## src/rtl/subtrator_serial_8bits.sv

```systemverilog
// Bit-serial subtractor D = A - B - Bin, one bit per clock LSB first, with a
// start/busy/done handshake and borrow/overflow/zero flags.

module subtrator_serial_fs_cell (
  input  logic a,
  input  logic b,
  input  logic bi,
  output logic d,
  output logic bo
);
  assign d  = a ^ b ^ bi;
  assign bo = (~a & b) | (~(a ^ b) & bi);
endmodule

module subtrator_serial_8bits #(
  parameter int WIDTH = 8,
  parameter int CW    = 4
) (
  input  logic             clk,
  input  logic             rst_n,
  input  logic             start,
  input  logic [WIDTH-1:0] A,
  input  logic [WIDTH-1:0] B,
  input  logic             Bin,
  output logic [WIDTH-1:0] D,
  output logic             Bout,
  output logic             V,
  output logic             Z,
  output logic             busy,
  output logic             done
);

  typedef enum logic [1:0] {IDLE, SHIFT, DONE} state_t;

  state_t           state, state_nxt;
  logic [WIDTH-1:0] ra, rb, sr, sr_nxt;
  logic             br, a_msb, b_msb;
  logic [CW-1:0]    cnt;
  logic             d_bit, bo_bit;
  logic             load, last;

  subtrator_serial_fs_cell u_cell (
    .a  (ra[0]),
    .b  (rb[0]),
    .bi (br),
    .d  (d_bit),
    .bo (bo_bit)
  );

  // Result bits enter at the top, so after WIDTH shifts bit 0 sits at the LSB.
  assign sr_nxt = {d_bit, sr[WIDTH-1:1]};
  assign last   = (state == SHIFT) && (cnt == CW'(WIDTH - 1));

  always_comb begin
    state_nxt = state;
    busy      = 1'b0;
    done      = 1'b0;
    load      = 1'b0;
    case (state)
      IDLE: begin
        if (start) begin
          load      = 1'b1;
          state_nxt = SHIFT;
        end
      end
      SHIFT: begin
        busy = 1'b1;
        if (cnt == CW'(WIDTH - 1)) state_nxt = DONE;
      end
      DONE: begin
        done = 1'b1;
        if (start) begin
          load      = 1'b1;
          state_nxt = SHIFT;
        end else begin
          state_nxt = IDLE;
        end
      end
      default: state_nxt = IDLE;
    endcase
  end

  always_ff @(posedge clk) begin
    if (!rst_n) begin
      state <= IDLE;
      ra    <= '0;
      rb    <= '0;
      sr    <= '0;
      br    <= 1'b0;
      a_msb <= 1'b0;
      b_msb <= 1'b0;
      cnt   <= '0;
      D     <= '0;
      Bout  <= 1'b0;
      V     <= 1'b0;
      Z     <= 1'b0;
    end else begin
      state <= state_nxt;
      if (load) begin
        ra    <= A;
        rb    <= B;
        br    <= Bin;
        a_msb <= A[WIDTH-1];
        b_msb <= B[WIDTH-1];
        cnt   <= '0;
        sr    <= '0;
      end else if (state == SHIFT) begin
        br <= bo_bit;
        sr <= sr_nxt;
        ra <= ra >> 1;
        rb <= rb >> 1;
        // Counter stops at WIDTH-1 on the completion edge instead of wrapping.
        if (last) begin
          D    <= sr_nxt;
          Bout <= bo_bit;
          V    <= (a_msb ^ b_msb) & (d_bit ^ a_msb);
          Z    <= ~|sr_nxt;
        end else begin
          cnt <= cnt + 1'b1;
        end
      end
    end
  end

endmodule

```

## config.mk

```make
export PLATFORM = sky130hd
export DESIGN_NAME = subtrator_serial_8bits
export DESIGN_NICKNAME = d
export VERILOG_FILES = /design/src/rtl/subtrator_serial_8bits.sv
export SDC_FILE = /design/constraint.sdc
export NUM_CORES = 1
export LEC_CHECK = 0
export ABC_AREA = 0
export CAP_MARGIN = 20
export CORE_ASPECT_RATIO = 0.8
export CORE_MARGIN = 2
export CORE_UTILIZATION = 45
export CTS_CLUSTER_DIAMETER = 50
export DETAILED_ROUTE_END_ITERATION = 8
export GPL_TIMING_DRIVEN = 0
export PLACE_DENSITY = 0.74
export SETUP_SLACK_MARGIN = 0.3
export SLEW_MARGIN = 5
export SYNTH_ARGS = -nofsm -noshare
export SYNTH_HDL_FRONTEND = slang
export SYNTH_SLANG_ARGS = --single-unit
export TNS_END_PERCENT = 10
```

## constraint.sdc

```tcl
create_clock -name clk -period 2.25 [get_ports clk]
set_input_delay 0.5625 -clock clk [delete_from_list [all_inputs] [get_ports clk]]
set_output_delay 0.5625 -clock clk [all_outputs]
set_load 0.005 [all_outputs]
```

=== Word level (Yosys, flattened, before mapping) ===
Index checks and enable logic that the tools add are counted.

* $add $sub $neg: 1
* Mux-type cells: 14
* Reductions and logical operators: 10
* Equality and inequality tests: 5
* Bitwise operators: 13

{| class="wikitable"
|+ Operators by type and width
! operator !! number
|-
| 8-bit two-way mux || 4
|-
| 8-bit OR reduction || 1
|-
| 1-bit two-way mux || 7
|-
| 2-bit one-hot mux with 3 select lines || 1
|-
| 1-bit inverter || 5
|-
| 4-bit by 1-bit adder with 4-bit output, second input constant || 1
|-
| 4-bit by 3-bit == test with 1-bit output, second input constant || 1
|-
| 2-bit two-way mux || 2
|-
| 2-bit AND reduction || 2
|-
| 2-bit OR reduction || 2
|-
| 1-bit XOR || 4
|-
| 1-bit bitwise AND || 3
|-
| 3-bit AND reduction || 1
|-
| 2-bit by 1-bit == test with 1-bit output, second input constant || 1
|-
| 2-bit == test, second input constant || 1
|-
| 2-bit zero test || 1
|-
| 2-bit by 1-bit != test with 1-bit output, second input constant || 1
|-
| 2-bit != test, second input constant || 1
|-
| 2-bit nonzero test || 1
|-
| 1-bit logical AND || 1
|-
| 1-bit zero test || 1
|-
| 1-bit OR || 1
|}

* Register bits: 44
* Logic and storage cells: 55

=== Logic depth before layout (Yosys ltp) ===
* Word-level depth: 6
* Mapped depth: 6
* Gate-level depth less buffers: 5

=== Cells and area by module ===
From an unflattened synthesis, not the netlist that was laid out.

* Cells, all modules: 212
* Area total of the unflattened synthesis: 1747.9 um^2

{| class="wikitable"
|+ Modules (own cells, without submodules)
! module !! times used !! area an instance (um^2) !! cells each !! seq. area each (um^2)
|-
| subtrator_serial_8bits || 1 || 1716.6 || 208 || 860.8
|-
| subtrator_serial_fs_cell || 1 || 31.3 || 4 || 0.0
|}

=== Worst setup path after synthesis ===
No wires, ideal clock.

* Path type: flip-flop to flip-flop
* Start: register rb[0]
* End: register V
* Setup time: 0.132 ns
* Slack: 0.653 ns
* Data required time: 2.118 ns
* Path buffers: 0
* Cell stages (with the launch flop): 6
* Arrival: 1.466 ns
* Cell sequence: dfxtp_1 -> inv_1 -> fa_1 -> and3b_1 -> a2111oi_0 -> nor3_1

* Cells in the longest elaborated chain, start to end: 4

{| class="wikitable"
|+ Ends and longest elaborated chain
! what !! line !! RTL
|-
| start, declared || 36 || <nowiki>logic [WIDTH-1:0] ra, rb, sr, sr_nxt;</nowiki>
|-
| start signal, assigned || 111 || <nowiki>rb <= rb >> 1;</nowiki>
|-
| 1-bit XOR (2 in a row) || 11 || <nowiki>assign d = a ^ b ^ bi;</nowiki>
|-
| net d_bit || 39 || <nowiki>logic d_bit, bo_bit;</nowiki>
|-
| 1-bit XOR || 116 || <nowiki>V <= (a_msb ^ b_msb) & (d_bit ^ a_msb);</nowiki>
|-
| 1-bit bitwise AND || 116 ||
|-
| end signal, assigned || 116 ||
|-
| end, declared || 27 || <nowiki>output logic V,</nowiki>
|}

The timed path passes the listed nets, and every way through them passes these cells.
A chain may end at the register's enable or synchronous reset.

=== Worst setup path after layout ===
* Start: register state[1]
* End: output port busy

* Cells in the longest elaborated chain, start to end: 2

{| class="wikitable"
|+ Ends and longest elaborated chain
! what !! line !! RTL
|-
| start, declared || 35 || <nowiki>state_t state, state_nxt;</nowiki>
|-
| start signal, assigned || 98 || <nowiki>state <= state_nxt;</nowiki>
|-
| 2-bit by 1-bit == test with 1-bit output || 59 || <nowiki>case (state)</nowiki>
|-
| 1-bit two-way mux || 59 ||
|-
| end, declared || 29 || <nowiki>output logic busy,</nowiki>
|}

Every way passes these cells.

==> impl_metrics.env <==
export IMPL_drive_gt1_share_pct=8.87
export IMPL_vias=1642
export IMPL_seqPwrFrac_pct=46.6
export IMPL_pre_cts_ws_ps=169
export IMPL_finalCritPeriodShare_pct=85.2
export IMPL_synth_most_common_cell="dfxtp_1"
export IMPL_rsz0062_at_grt="true"
export IMPL_setup_tns_ps=0
export IMPL_die_h_um=59.3
export IMPL_io_buffers=32
export IMPL_tightest_slew_ps=510
export IMPL_grtUsageTotal_pct=22.5
export IMPL_antenna_found_initial=0
export IMPL_crit_path_start_kind="flop"
export IMPL_clk_insertion_delay_late_ps=310
export IMPL_drtPass1Iterations=6
export IMPL_drc=0
export IMPL_final_max_slew_viol_count=0
export IMPL_ys_warn_count=0
export IMPL_p_leak_nw=0.787
export IMPL_yosysTopAreaCell="dfxtp_1"
export IMPL_cts_buffers=5
export IMPL_slowest_stage="dfxtp_1"
export IMPL_clock_sinks=43
export IMPL_p_switching_w=0.000417
export IMPL_rr_startpoint="rb[0]"
export IMPL_setup_ws_ps=333
export IMPL_critPathMaxFanout=10
export IMPL_finalNetCount=269
export IMPL_core_area_mm2=0.00373
export IMPL_area_growth_pct=30.9
export IMPL_synth_avg_cell_area_um2=8.32
export IMPL_synthTopCellsByCount="43 x dfxtp_1, 30 x a21oi_1, 29 x nand2_1, 15 x nand3_1, 15 x nor3_1"
export IMPL_yosys_register_bits=43
export IMPL_synthFlopType="dfxtp_1"
export IMPL_power_density_mw_per_mm2=776
export IMPL_cts_hold_buf=0
export IMPL_grt_pass1_vias=1459
export IMPL_setup_violations=0
export IMPL_synth_top_cell_area_share_pct=50.0
export IMPL_irDropWorstVdd_mv=0.363
export IMPL_die_w_um=73.2
export IMPL_min_from="br"
export IMPL_cpPeakStageDelay_ps=310
export IMPL_hp_class="flop to flop"
export IMPL_layout_min_cycle_time_ps=1920
export IMPL_cp_data_required_time_ps=1690
export IMPL_power_w=0.00175
export IMPL_n_antenna_cell=0
export IMPL_synthCells=207
export IMPL_hold_viol=0
export IMPL_crit_chain="nand2b_1 > clkbuf_4 > inv_2 > buf_6 > dlygate4sd2_1"
export IMPL_critical_path_class="flop to output port"
export IMPL_clk_pin_slew_ps=80
export IMPL_maxCapViolations=0
export IMPL_layout_cells_non_filler=292
export IMPL_routed_wl_um=4390
export IMPL_synth_nets=229
export IMPL_clockRootBuffer="clkbuf_8"
export IMPL_finalClockSkew_ps=4.85
export IMPL_place_inst=283
export IMPL_ys_seq_area_share_pct=50.0
export IMPL_io_pins=33
export IMPL_synth_async_reset_ratio_pct=0
export IMPL_dp_hpwl_um=2880
export IMPL_switching_share_pct=23.8
export IMPL_critPathArrivalTime_ps=1350
export IMPL_comb_power_share_pct=12.3
export IMPL_startpoint="state[1]"
export IMPL_synthTopCellsByArea="dfxtp_1 50%, a21oi_1 8.7%, nand2_1 6.3%"
export IMPL_start_util_pct=46.2
export IMPL_grt_overflow=0
export IMPL_max_freq_ghz=0.522
export IMPL_synth_edf_count=0
export IMPL_cts_tree="done"
export IMPL_timing_slew_headroom_pct=66.0
export IMPL_cts_buffer_depth=2
export IMPL_drtAntennaViolNets=0
export IMPL_wire_per_inst_um=15.0
export IMPL_dieArea_mm2=0.00434
export IMPL_core_rowCount=20
export IMPL_netlist_area_mm2=0.00172
export IMPL_htree_num_levels=2
export IMPL_drt_initial_drc_count=156
export IMPL_nFillCells=358
export IMPL_ys_types=30
export IMPL_gp_congestion=0.835
export IMPL_vias_per_cell=5.62
export IMPL_grt_max_degree=14
export IMPL_crit_path_end_kind="output port"
export IMPL_grt_first_pass_wirelength_um=7220
export IMPL_outcome="completed"
export IMPL_holdWs_ps=474
export IMPL_clockPowerShare_pct=41.1
export IMPL_internal_power_w=0.00133
==> cells in the final DEF, fill, tap and decap left out, drive strengths merged, types with 4 or more instances in the layout <==
| cell | n |
|---|---|
| nand3 | 15 |
| clkdlybuf4s50 | 31 |
| clkbuf | 15 |
| dfxtp | 43 |
| o21ai | 12 |
| nand2 | 29 |
| buf | 11 |
| nor2 | 7 |
| o22ai | 6 |
| a311oi | 6 |
| inv | 4 |
| a21oi | 30 |
| nor3 | 15 |
==> per-stage QoR <==
stage	area, um^2	util, %
3_3_place_gp	2100	56.3
6_report	2250	60.5
3_5_place_dp	2100	56.3
5_1_grt	2250	60.5
2_1_floorplan	1720	-
4_1_cts	2250	60.3
==> power groups by stage <==
stage               Sequential (W)  Clock [W]  Combinational, W
floorplan                 0.000826          0          0.000128
global placement          0.000830          0          0.000202
detailed placement        0.000831          0          0.000203
CTS                       0.000814   0.000718          0.000211
global route              0.000819   0.000754          0.000238
finish                    0.000815   0.000720          0.000215
==> critical path, delay by kind of cell, from the launching register on <==
family | cells | cell delay (ps)
flip-flops | 1 | 310
buffers and inverters | 4 | 600
AND/OR/NAND/NOR | 1 | 120
==> final cells by class <==
cell class	count	area, um^2	share of cell area (%)
Clock inverter	2	60.1	2.66
Inverter	4	15.0	0.666
Tap cell	44	55.1	2.44
Clock buffer	6	72.6	3.22
Buffer	19	100	4.44
Timing Repair Buffer	33	327	14.5
Multi-Input combinational cell	141	763	33.9
Sequential cell	43	862	38.2
==> routing by layer <==
layer / vias up / track usage (%) / share of wire (%)
met5: - / 0 / 0
met1: 765 / 31.6 / 49
li1: 818 / - / -
met2: 53 / 32.9 / 43
met4: 0 / 9.79 / 1.2
met3: 6 / 5.44 / 6.9
==> registers in the layout, summed over array words and instances, names as in the netlist <==
name   cells
rb         8
cnt        4
state      2
sr         7
V          1
Bout       1
a_msb      1
b_msb      1
ra         8
Z          1
br         1
D          8
==> cell families (layout without fill, tap and decap cells) <==
logic type	after synthesis	count (layout)	synth area share, %
flops	43	43	50.0
compound gates	60	60	20.2
simple gates	79	79	21.9
fa+ha+maj	2	2	1.89
buf+inv	23	64	6.10
==> final timing paths <==
path,endpoint,slack (ps),cells past startpoint
min reg2reg,br,470,2
max reg2reg,V,450,5
min,br,470,2
max,busy,330,5
==> timing repair <==
action | 4_1_cts | 5_1_grt
buffers inserted | 1 | 0
resized for setup | 6 | 2
pin swaps | 0 | 0
endpoints found under the setup margin | 2 | 2
Power figures use the tool's default switching activity.
